--- config.mk ---
export PLATFORM = sky130hd
export DESIGN_NAME = horizontal_tf_writeback_flat
export DESIGN_NICKNAME = d
export VERILOG_FILES = /design/src/rtl/horizontal_tf_writeback_if.sv /design/src/rtl/horizontal_tf_writeback.sv /design/src/flat_wrapper.sv
export SDC_FILE = /design/constraint.sdc
export NUM_CORES = 2
export LEC_CHECK = 0
export CORE_AREA = 2 2 617 619
export DETAILED_ROUTE_END_ITERATION = 16
export DIE_AREA = 0 0 619 621
export HOLD_SLACK_MARGIN = 0.12
export PLACE_DENSITY = 0.41
export SYNTH_ARGS = -nofsm -noshare
export SYNTH_HDL_FRONTEND = slang
export SYNTH_SLANG_ARGS = --single-unit
--- constraint.sdc ---
create_clock -name clk -period 13.6 [get_ports clk]
set_input_delay 1.36 -clock clk [delete_from_list [all_inputs] [get_ports clk]]
set_output_delay 1.36 -clock clk [all_outputs]
set_load 0.005 [all_outputs]
--- src/rtl/horizontal_tf_writeback_if.sv ---
// Bank write-command bus from the horizontal twiddle writeback stage to the
// eight twiddle ROM/SRAM banks.
//   wr0_en/wr0_addr/wr0_data : lane 0 bank, one P_WIDTH word per write
//   wr_en[k-1]               : lane k (1..7) bank write enable
//   wr_addr/wr_data          : lanes 1..7 packed, lane k at slice k-1
// master = writeback stage (drives commands), slave = bank side (consumes).
interface horizontal_tf_writeback_if #(
  parameter int P_WIDTH  = 64,
  parameter int SD_WIDTH = 128,
  parameter int AW       = 10
);
  logic                  wr0_en;
  logic [AW-1:0]         wr0_addr;
  logic [P_WIDTH-1:0]    wr0_data;
  logic [6:0]            wr_en;
  logic [7*AW-1:0]       wr_addr;
  logic [7*SD_WIDTH-1:0] wr_data;

  modport master (
    output wr0_en, wr0_addr, wr0_data, wr_en, wr_addr, wr_data
  );

  modport slave (
    input wr0_en, wr0_addr, wr0_data, wr_en, wr_addr, wr_data
  );
endinterface

--- src/rtl/horizontal_tf_writeback.sv ---
// Horizontal twiddle writeback: takes the eight processed lanes from the
// horizontal twiddle generator, pairs the low/high halves of lanes 1..7 into
// 128-bit bank words, assigns sequential per-lane addresses and issues
// registered write commands to the eight twiddle banks.
// Ports:
//   clk, rst       clock and synchronous active-high reset
//   start          begin/restart a pass (one-cycle pulse)
//   rom0_data_in   lane 0 word, rom0_w_in its strobe
//   lane_data_in   lanes 1..7 half-words, lane k at slice k-1
//   lane_w_in      lanes 1..7 strobes, 2'b01 low half, 2'b10 high half
//   wr             bank write-command bus (master side)
//   busy           pass in progress
//   done           one-cycle pulse when every lane has written DEPTH words
//   err            sticky protocol error, cleared by rst or start
module horizontal_tf_writeback #(
  parameter int P_WIDTH  = 64,
  parameter int SD_WIDTH = 128,
  parameter int AW       = 10,
  parameter int DEPTH    = 1024
) (
  input  logic                     clk,
  input  logic                     rst,
  input  logic                     start,
  input  logic [P_WIDTH-1:0]       rom0_data_in,
  input  logic                     rom0_w_in,
  input  logic [7*P_WIDTH-1:0]     lane_data_in,
  input  logic [13:0]              lane_w_in,
  horizontal_tf_writeback_if.master wr,
  output logic                     busy,
  output logic                     done,
  output logic                     err
);
  localparam int NL = 7;
  // One extra bit so a counter can hold DEPTH itself (saturated) even when
  // DEPTH == 2**AW.
  localparam int CW = AW + 1;
  localparam logic [CW-1:0] FULL = CW'(DEPTH);

  typedef enum logic [1:0] {ST_IDLE, ST_ACTIVE, ST_DONE} state_t;
  typedef enum logic {LN_EMPTY, LN_HALF} lane_st_t;

  state_t             state, state_nxt;
  logic               done_nxt;
  logic [CW-1:0]      cnt0;
  logic [CW-1:0]      cnt      [NL];
  lane_st_t           lane_st  [NL];
  lane_st_t           lane_nxt [NL];
  logic [P_WIDTH-1:0] hold     [NL];
  logic               lane0_fire, lane0_bad;
  logic [NL-1:0]      lane_fire, lane_cap, lane_bad;
  logic               take, complete;

  // Strobes only count in ACTIVE, and a start pulse wipes the pass so any
  // strobe arriving with it is dropped.
  assign take = (state == ST_ACTIVE) && !start;
  assign busy = (state == ST_ACTIVE);

  always_comb begin
    complete = (cnt0 == FULL);
    for (int i = 0; i < NL; i++) begin
      if (cnt[i] != FULL || lane_st[i] == LN_HALF) complete = 1'b0;
    end
  end

  // Pass-level FSM.
  always_comb begin
    // NOTE: every always_comb output gets a default first so no path leaves
    // it unassigned and a latch is never inferred.
    state_nxt = state;
    done_nxt  = 1'b0;
    case (state)
      ST_IDLE, ST_DONE: if (start) state_nxt = ST_ACTIVE;
      ST_ACTIVE: begin
        if (!start && complete) begin
          state_nxt = ST_DONE;
          done_nxt  = 1'b1;
        end
      end
      default: state_nxt = ST_IDLE;
    endcase
  end

  // Per-lane decode: lane 0 writes every strobe; lanes 1..7 pair halves.
  always_comb begin
    lane0_fire = 1'b0;
    lane0_bad  = 1'b0;
    lane_fire  = '0;
    lane_cap   = '0;
    lane_bad   = '0;
    for (int i = 0; i < NL; i++) lane_nxt[i] = lane_st[i];

    if (take && rom0_w_in) begin
      if (cnt0 == FULL) lane0_bad  = 1'b1;
      else              lane0_fire = 1'b1;
    end

    for (int i = 0; i < NL; i++) begin
      if (take && lane_w_in[2*i +: 2] != 2'b00) begin
        if (lane_w_in[2*i +: 2] == 2'b11 || cnt[i] == FULL) begin
          lane_bad[i] = 1'b1;
        end else if (lane_w_in[2*i +: 2] == 2'b01) begin
          // A second low half replaces the first but is still an error.
          lane_cap[i] = 1'b1;
          lane_nxt[i] = LN_HALF;
          if (lane_st[i] == LN_HALF) lane_bad[i] = 1'b1;
        end else if (lane_st[i] == LN_HALF) begin
          lane_fire[i] = 1'b1;
          lane_nxt[i]  = LN_EMPTY;
        end else begin
          lane_bad[i] = 1'b1;
        end
      end
    end
  end

  always_ff @(posedge clk) begin
    // NOTE: sequential state uses non-blocking assignments only, so every
    // register samples the pre-edge value of every other register.
    if (rst) begin
      state <= ST_IDLE;
      done  <= 1'b0;
    end else begin
      state <= state_nxt;
      done  <= done_nxt;
    end
  end

  always_ff @(posedge clk) begin
    if (rst) begin
      wr.wr0_en   <= 1'b0;
      wr.wr0_addr <= '0;
      wr.wr0_data <= '0;
      wr.wr_en    <= '0;
      wr.wr_addr  <= '0;
      wr.wr_data  <= '0;
      err         <= 1'b0;
      cnt0        <= '0;
      // NOTE: the hold registers are few and small, so they are reset along
      // with everything else rather than left uninitialised like RAM.
      for (int i = 0; i < NL; i++) begin
        cnt[i]     <= '0;
        lane_st[i] <= LN_EMPTY;
        hold[i]    <= '0;
      end
    end else begin
      wr.wr0_en <= lane0_fire;
      wr.wr_en  <= lane_fire;
      if (lane0_fire) begin
        wr.wr0_addr <= cnt0[AW-1:0];
        wr.wr0_data <= rom0_data_in;
      end
      for (int i = 0; i < NL; i++) begin
        if (lane_fire[i]) begin
          wr.wr_addr[i*AW +: AW] <= cnt[i][AW-1:0];
          wr.wr_data[i*SD_WIDTH +: SD_WIDTH] <= {lane_data_in[i*P_WIDTH +: P_WIDTH], hold[i]};
        end
        if (lane_cap[i]) hold[i] <= lane_data_in[i*P_WIDTH +: P_WIDTH];
      end

      if (start) begin
        cnt0 <= '0;
        err  <= 1'b0;
        for (int i = 0; i < NL; i++) begin
          cnt[i]     <= '0;
          lane_st[i] <= LN_EMPTY;
        end
      end else begin
        if (lane0_fire) cnt0 <= cnt0 + 1'b1;
        for (int i = 0; i < NL; i++) begin
          lane_st[i] <= lane_nxt[i];
          if (lane_fire[i]) cnt[i] <= cnt[i] + 1'b1;
        end
        if (lane0_bad || (|lane_bad)) err <= 1'b1;
      end
    end
  end
endmodule

--- src/flat_wrapper.sv ---
// flat-port wrapper written by rule: the top's interface ports become plain ports
module horizontal_tf_writeback_flat 
#(
  parameter int P_WIDTH  = 64,
  parameter int SD_WIDTH = 128,
  parameter int AW       = 10,
  parameter int DEPTH    = 1024
)
  (clk, rst, start, rom0_data_in, rom0_w_in, lane_data_in, lane_w_in, busy, done, err, wr_wr0_en, wr_wr0_addr, wr_wr0_data, wr_wr_en, wr_wr_addr, wr_wr_data);
  horizontal_tf_writeback_if #(.P_WIDTH(P_WIDTH), .SD_WIDTH(SD_WIDTH), .AW(AW)) wr_i ();
  input  logic clk;
  input  logic rst;
  input  logic start;
  input  logic [P_WIDTH-1:0] rom0_data_in;
  input  logic rom0_w_in;
  input  logic [7*P_WIDTH-1:0] lane_data_in;
  input  logic [13:0] lane_w_in;
  output logic busy;
  output logic done;
  output logic err;
  output wire logic [$bits(wr_i.wr0_en)-1:0] wr_wr0_en;
  output wire logic [$bits(wr_i.wr0_addr)-1:0] wr_wr0_addr;
  output wire logic [$bits(wr_i.wr0_data)-1:0] wr_wr0_data;
  output wire logic [$bits(wr_i.wr_en)-1:0] wr_wr_en;
  output wire logic [$bits(wr_i.wr_addr)-1:0] wr_wr_addr;
  output wire logic [$bits(wr_i.wr_data)-1:0] wr_wr_data;
  assign wr_wr0_en = wr_i.wr0_en;
  assign wr_wr0_addr = wr_i.wr0_addr;
  assign wr_wr0_data = wr_i.wr0_data;
  assign wr_wr_en = wr_i.wr_en;
  assign wr_wr_addr = wr_i.wr_addr;
  assign wr_wr_data = wr_i.wr_data;
  horizontal_tf_writeback #(.P_WIDTH(P_WIDTH), .SD_WIDTH(SD_WIDTH), .AW(AW), .DEPTH(DEPTH)) u_core (.clk(clk), .rst(rst), .start(start), .rom0_data_in(rom0_data_in), .rom0_w_in(rom0_w_in), .lane_data_in(lane_data_in), .lane_w_in(lane_w_in), .wr(wr_i), .busy(busy), .done(done), .err(err));
endmodule
# Yosys cells after proc, flatten, opt, wreduce, memory -nomap -nowiden
# Memories as Yosys holds them, arrays and structs flattened. A register that Yosys moved wholly into a read port is not among the register bits.
# Index checks and enable logic that the tools add are counted.
op_classes:
  bitwise_logic: 36
  n_reduce_logical: 39
  n_mux: 198
  add_sub_neg: 8
  n_eq_ne: 33
ops:
  columns: ["operator", "n"]
  rows:
  - ["2-to-1 mux 64 bit", 7]
  - ["2-to-1 mux 1 bit", 174]
  - ["2-to-1 mux 11 bit", 14]
  - ["adder 11 x 1 -> 11 bit, second input constant", 8]
  - ["equality test 11 bit, second input constant", 8]
  - ["!= test 11 bit, second input constant", 7]
  - ["bitwise OR 1 bit", 35]
  - ["equality test 2 x 1 -> 1 bit, second input constant", 8]
  - ["equality test 2 bit, second input constant", 8]
  - ["logical OR 1 bit", 15]
  - ["nonzero test 2 bit", 7]
  - ["logical AND 1 bit", 10]
  - ["OR reduction 7 bit", 1]
  - ["OR reduction 2 bit", 3]
  - ["2-to-1 mux 2 bit", 2]
  - ["case mux 2 bit (2 select lines)", 1]
  - ["logical NOT 2 bit", 1]
  - ["!= test 2 x 1 -> 1 bit, second input constant", 1]
  - ["!= test 2 bit, second input constant", 1]
  - ["AND reduction 2 bit", 1]
  - ["logical NOT 1 bit", 1]
  - ["inverter 1 bit", 1]
word_totals:
  n_memories: 3
  in_bits: 530
  out_inout_bits: 1051
  wordCells: 339
  mem_bits_rw: 532
  ff_bits: 1063
mem_list:
  columns: ["name", "depth", "word_bits", "read_ports", "rd_clocked_by_memory_dff", "wr", "line_no", "rtl"]
  rows:
  - ["u_core.hold", 7, 64, 7, 7, 7, "horizontal_tf_writeback.sv:48", "logic [P_WIDTH-1:0] hold [NL];"]
  - ["u_core.cnt", 7, 11, 7, 0, 7, "horizontal_tf_writeback.sv:45", "logic [CW-1:0] cnt [NL];"]
  - ["u_core.lane_st", 7, 1, 7, 0, 7, "horizontal_tf_writeback.sv:46", "lane_st_t lane_st [NL];"]

# Depth between registers and ports, before layout
depth:
  depth_word: 12
  mapped_depth: 9
  depth_no_buf: 7

# Least setup slack after synthesis
# OpenSTA, ideal clock, no wires.
synth_timing:
  path_type: "input port to flip-flop"
  startpoint: "in start"
  endpoint: "mem u_core.hold[6][0] (enable)"
  arrival_time_ns: 5.320
  n_path_buf: 3
  path_slack_ns: 7.781
  required_time_ns: 13.101
  path_stages: 6
  setup_time_ns: 0.499
  cell_sequence: "nor3b_2 > buf_2 > buf_2 > buf_1 > nand2_1 > o21bai_1"
synth_lines:
  columns: ["item", "line_no", "rtl"]
  rows:
  - ["start: declaration", "flat_wrapper.sv:13", "input logic start;"]
  - ["end: declaration", "horizontal_tf_writeback.sv:48", null]

==> results.md <==
* Status: finished, final reports clean
* R2R cell count at 8
* Least-Margin Pin Slew at 1.21 ns
* Post-CTS setup buffer count at 0
* Clk pwr share at 0.486
* Gate power share at 0.049
* Crit path arrival time at 5.11 ns
* Clk buf depth at 4
* Synthesis-to-finish area growth at 46.8%
* RSZ-0062 raised after global routing: false
* Pwr per Cell Area at 127 nW/µm²
* GR Util All Layers at 0.144
* Die area at slightly below 400000 µm²
* Rows at 226
* Share of power burned in registers at 0.465
* Final ANT Viol Nets at 0
* Max-Cap Viols at 0
* Top cells by area, synth: dfxtp_1, edfxtp_1, nand2_1, a21oi_1, and2_1
* #FFs+latches synth at 1595
* Routed wire length at between 200000 and 300000 µm
* Yosys cell types at 53
* DRC viols at 0
* Top-Level Pins at 1581
* Clock Latency Late Sink at 0.88 ns
* Fin crit share at 0.335
* Setup TNS at 0 ns
* Starting Density at 0.155
* Number of global-route vias before repair at between 40000 and 50000
* Hold Vio Cnt, Final at 0
* Die Width at 619 µm
* Leakage at roughly 28 nW
* CTS tree: yes
* Post-synth top flop: dfxtp_1
* Initial antenna violation count at 71
* Slowest Stage Delay on Critical Path at around 0.76 ns
* Dpl hpwl at ~220000 µm
* Final worst path period need at 4.55 ns
* Drt pass-1 iters at 7
* Port Buffers at 1580
* Syn Inst Count at 6074
* Placed Area at 79300 µm²
* Resized cells post-CTS at 0
* Worst slack, placed at just over 8 ns
* CTS Buf Count at 199
* Global-route wire length before repair at 393000 µm
* Yosys warnings at 0
* Sw frac at 0.236
* Total gr overflow at 0
* Req. time, crit path at 14.16 ns
* Fin Hold WS at approximately 0.45 ns
* Max VDD drop at 108 µV
* Worst Hold Path Cells at 2
* Final worst clock skew at 0.0685 ns
* Share of the synthesized area in the top cell type at 0.368
* Setup WS post-layout at just over 9 ns
* Hold Crit Class: flop to flop
* Clk root buf: clkbuf_16
* CTS Hold Bufs at 0
* Syn_area_per_cell at approximately 9.6 µm²
* Cells along the critical path: buf_8 > buf_4 > buf_4 > buf_4 > buf_4 > nor2b_1
* Chip Height at 621 µm
* Crit path capture type: flop
* 1st-iter DRT viols at just over 3000
* Internal power at ~0.0083 W
* Register area share after synthesis at 0.635
* Post-synth ARST share at 0
* Wire per inst at 22.8 µm
* Largest net degree at the start of global routing at 203
* Switch Pwr at 0.00257 W
* # fillers at 41000
* H-tree depth at 4
* EDFF count, synth at 520
* CP most frequent cell: buf_4
* Cell Area, Synth at 58500 µm²
* Finish-stage setup viols at 0
* Critical path's slowest cell: buf_4
* Top post-synthesis cells by count: nand2_1, dfxtp_1, a21oi_1
* Most instantiated library cell after synthesis: nand2_1
* Setup crit start kind: primary input
* Fin. max-slew vios at 0
* Max Clock Freq at 220 MHz
* Nets at 8058
* Via count at approximately 48000
* Routability cong. at between 0.8 and 0.9
* Clk slew on worst S/H paths at ~0.06 ns
* Post-route cell area at ~86000 µm²
* Max FO, Critical Path at 86
* Rel. slew slack at 0.182
* Core area at about 380000 µm²
* Biggest area consumer among synthesized cells: dfxtp_1
* Fraction of layout instances using a drive strength above 1 at 0.0747
* Clk sink count at 1595
* Via density at 3.81
* Crit Path Category: primary input to flop
## power by group through the flow
stage | Clock, W | Combinational [W] | Sequential (W)
after floorplan | 0 | 0.000169 | 0.00516
final | 0.00530 | 0.000538 | 0.00507
after global routing | 0.00567 | 0.000575 | 0.00508
after CTS | 0.00549 | 0.000550 | 0.00507
after detailed placement | 0 | 0.000547 | 0.00517
after global placement | 0 | 0.000547 | 0.00517
## final cells by class
cell class	count	area, µm²	area share
clock buffer	291	5720	0.0666
clock inverter	75	734	0.00856
sequential	1595	37100	0.433
timing repair buffer	1639	16300	0.190
antenna	21	52.6	0.000612
tap	5016	6280	0.0731
multi-input combinational	4043	19500	0.228
inverter	27	101	0.00118
## critical path: cells and delay by family
family / cells / cell delay [ns]
buf+inv: 5 / 3.37
simple gates: 1 / 0.09
## worst paths after layout
path | start | to | slack, ns
max | rst | u_core.hold[6][24]$_SDFFCE_PP0P_ | 9.05
min | u_core.wr.wr_data[32]$_SDFFE_PP0P_ | u_core.wr.wr_data[32]$_SDFFE_PP0P_ | 0.45
max reg2reg | u_core.cnt[5][6]$_SDFFCE_PN0P_ | u_core.wr.wr_data[760]$_SDFFE_PP0P_ | 9.52
min reg2reg | u_core.wr.wr_data[32]$_SDFFE_PP0P_ | u_core.wr.wr_data[32]$_SDFFE_PP0P_ | 0.45
## through the flow
| step | cells | total power (W) | util |
|---|---|---|---|
| after global routing | 12700 | 0.0113 | 0.227 |
| after CTS | 12700 | 0.0111 | 0.227 |
| final | 12700 | 0.0109 | 0.227 |
| after floorplan | 6077 | 0.00533 | - |
| after global placement | 12300 | 0.00572 | 0.210 |
| after detailed placement | 12300 | 0.00572 | 0.210 |
## cells by family after synthesis
kind of cell	share of synthesized area
xor+xnor	0.0115
simple gates	0.213
flops	0.635
fa+ha+maj	0.00492
compound gates	0.101
mux	0.000171
buf+inv	0.0343
other cells	0.0000641
## registers in the layout (all words and copies together) (netlist names)
name                flops
u_core.done             1
u_core.cnt             77
u_core.wr.wr_en         7
u_core.wr.wr0_data     64
u_core.err              1
u_core.state            2
u_core.wr.wr0_addr     10
u_core.wr.wr_data     896
u_core.wr.wr0_en        1
u_core.cnt0            11
u_core.wr.wr_addr      70
u_core.hold           448
u_core.lane_st          7
## layout by cell type, fill, tap and decap left out, drive strengths merged, types with 4 or more instances in the layout
cell type,count
o31ai,7
nand3,42
o21bai,7
dfxtp,1075
and3,8
buf,60
xnor2,34
nand2b,14
nand2,2132
o22ai,4
clkbuf,291
bufinv,9
xor2,43
inv,35
diode,21
nor4,18
clkinv,53
and4,15
o21ai,15
clkdlybuf4s50,1579
a31oi,5
o211ai,5
a21oi,1047
edfxtp,520
nor2,100
ha,23
and2,393
clkinvlp,5
nor3,22
conb,4
nand4,21
nor2b,65
## metal layers
layer  global-route usage  up-vias  part of all wire
met3               0.0484      415             0.082
met4               0.0442       32             0.033
li1                     -    22900                 -
met1                0.158    23600              0.38
met2                0.259     1544              0.51
met5                    0        -           0.00074
Note: power is estimated with default switching activity, not from simulation.
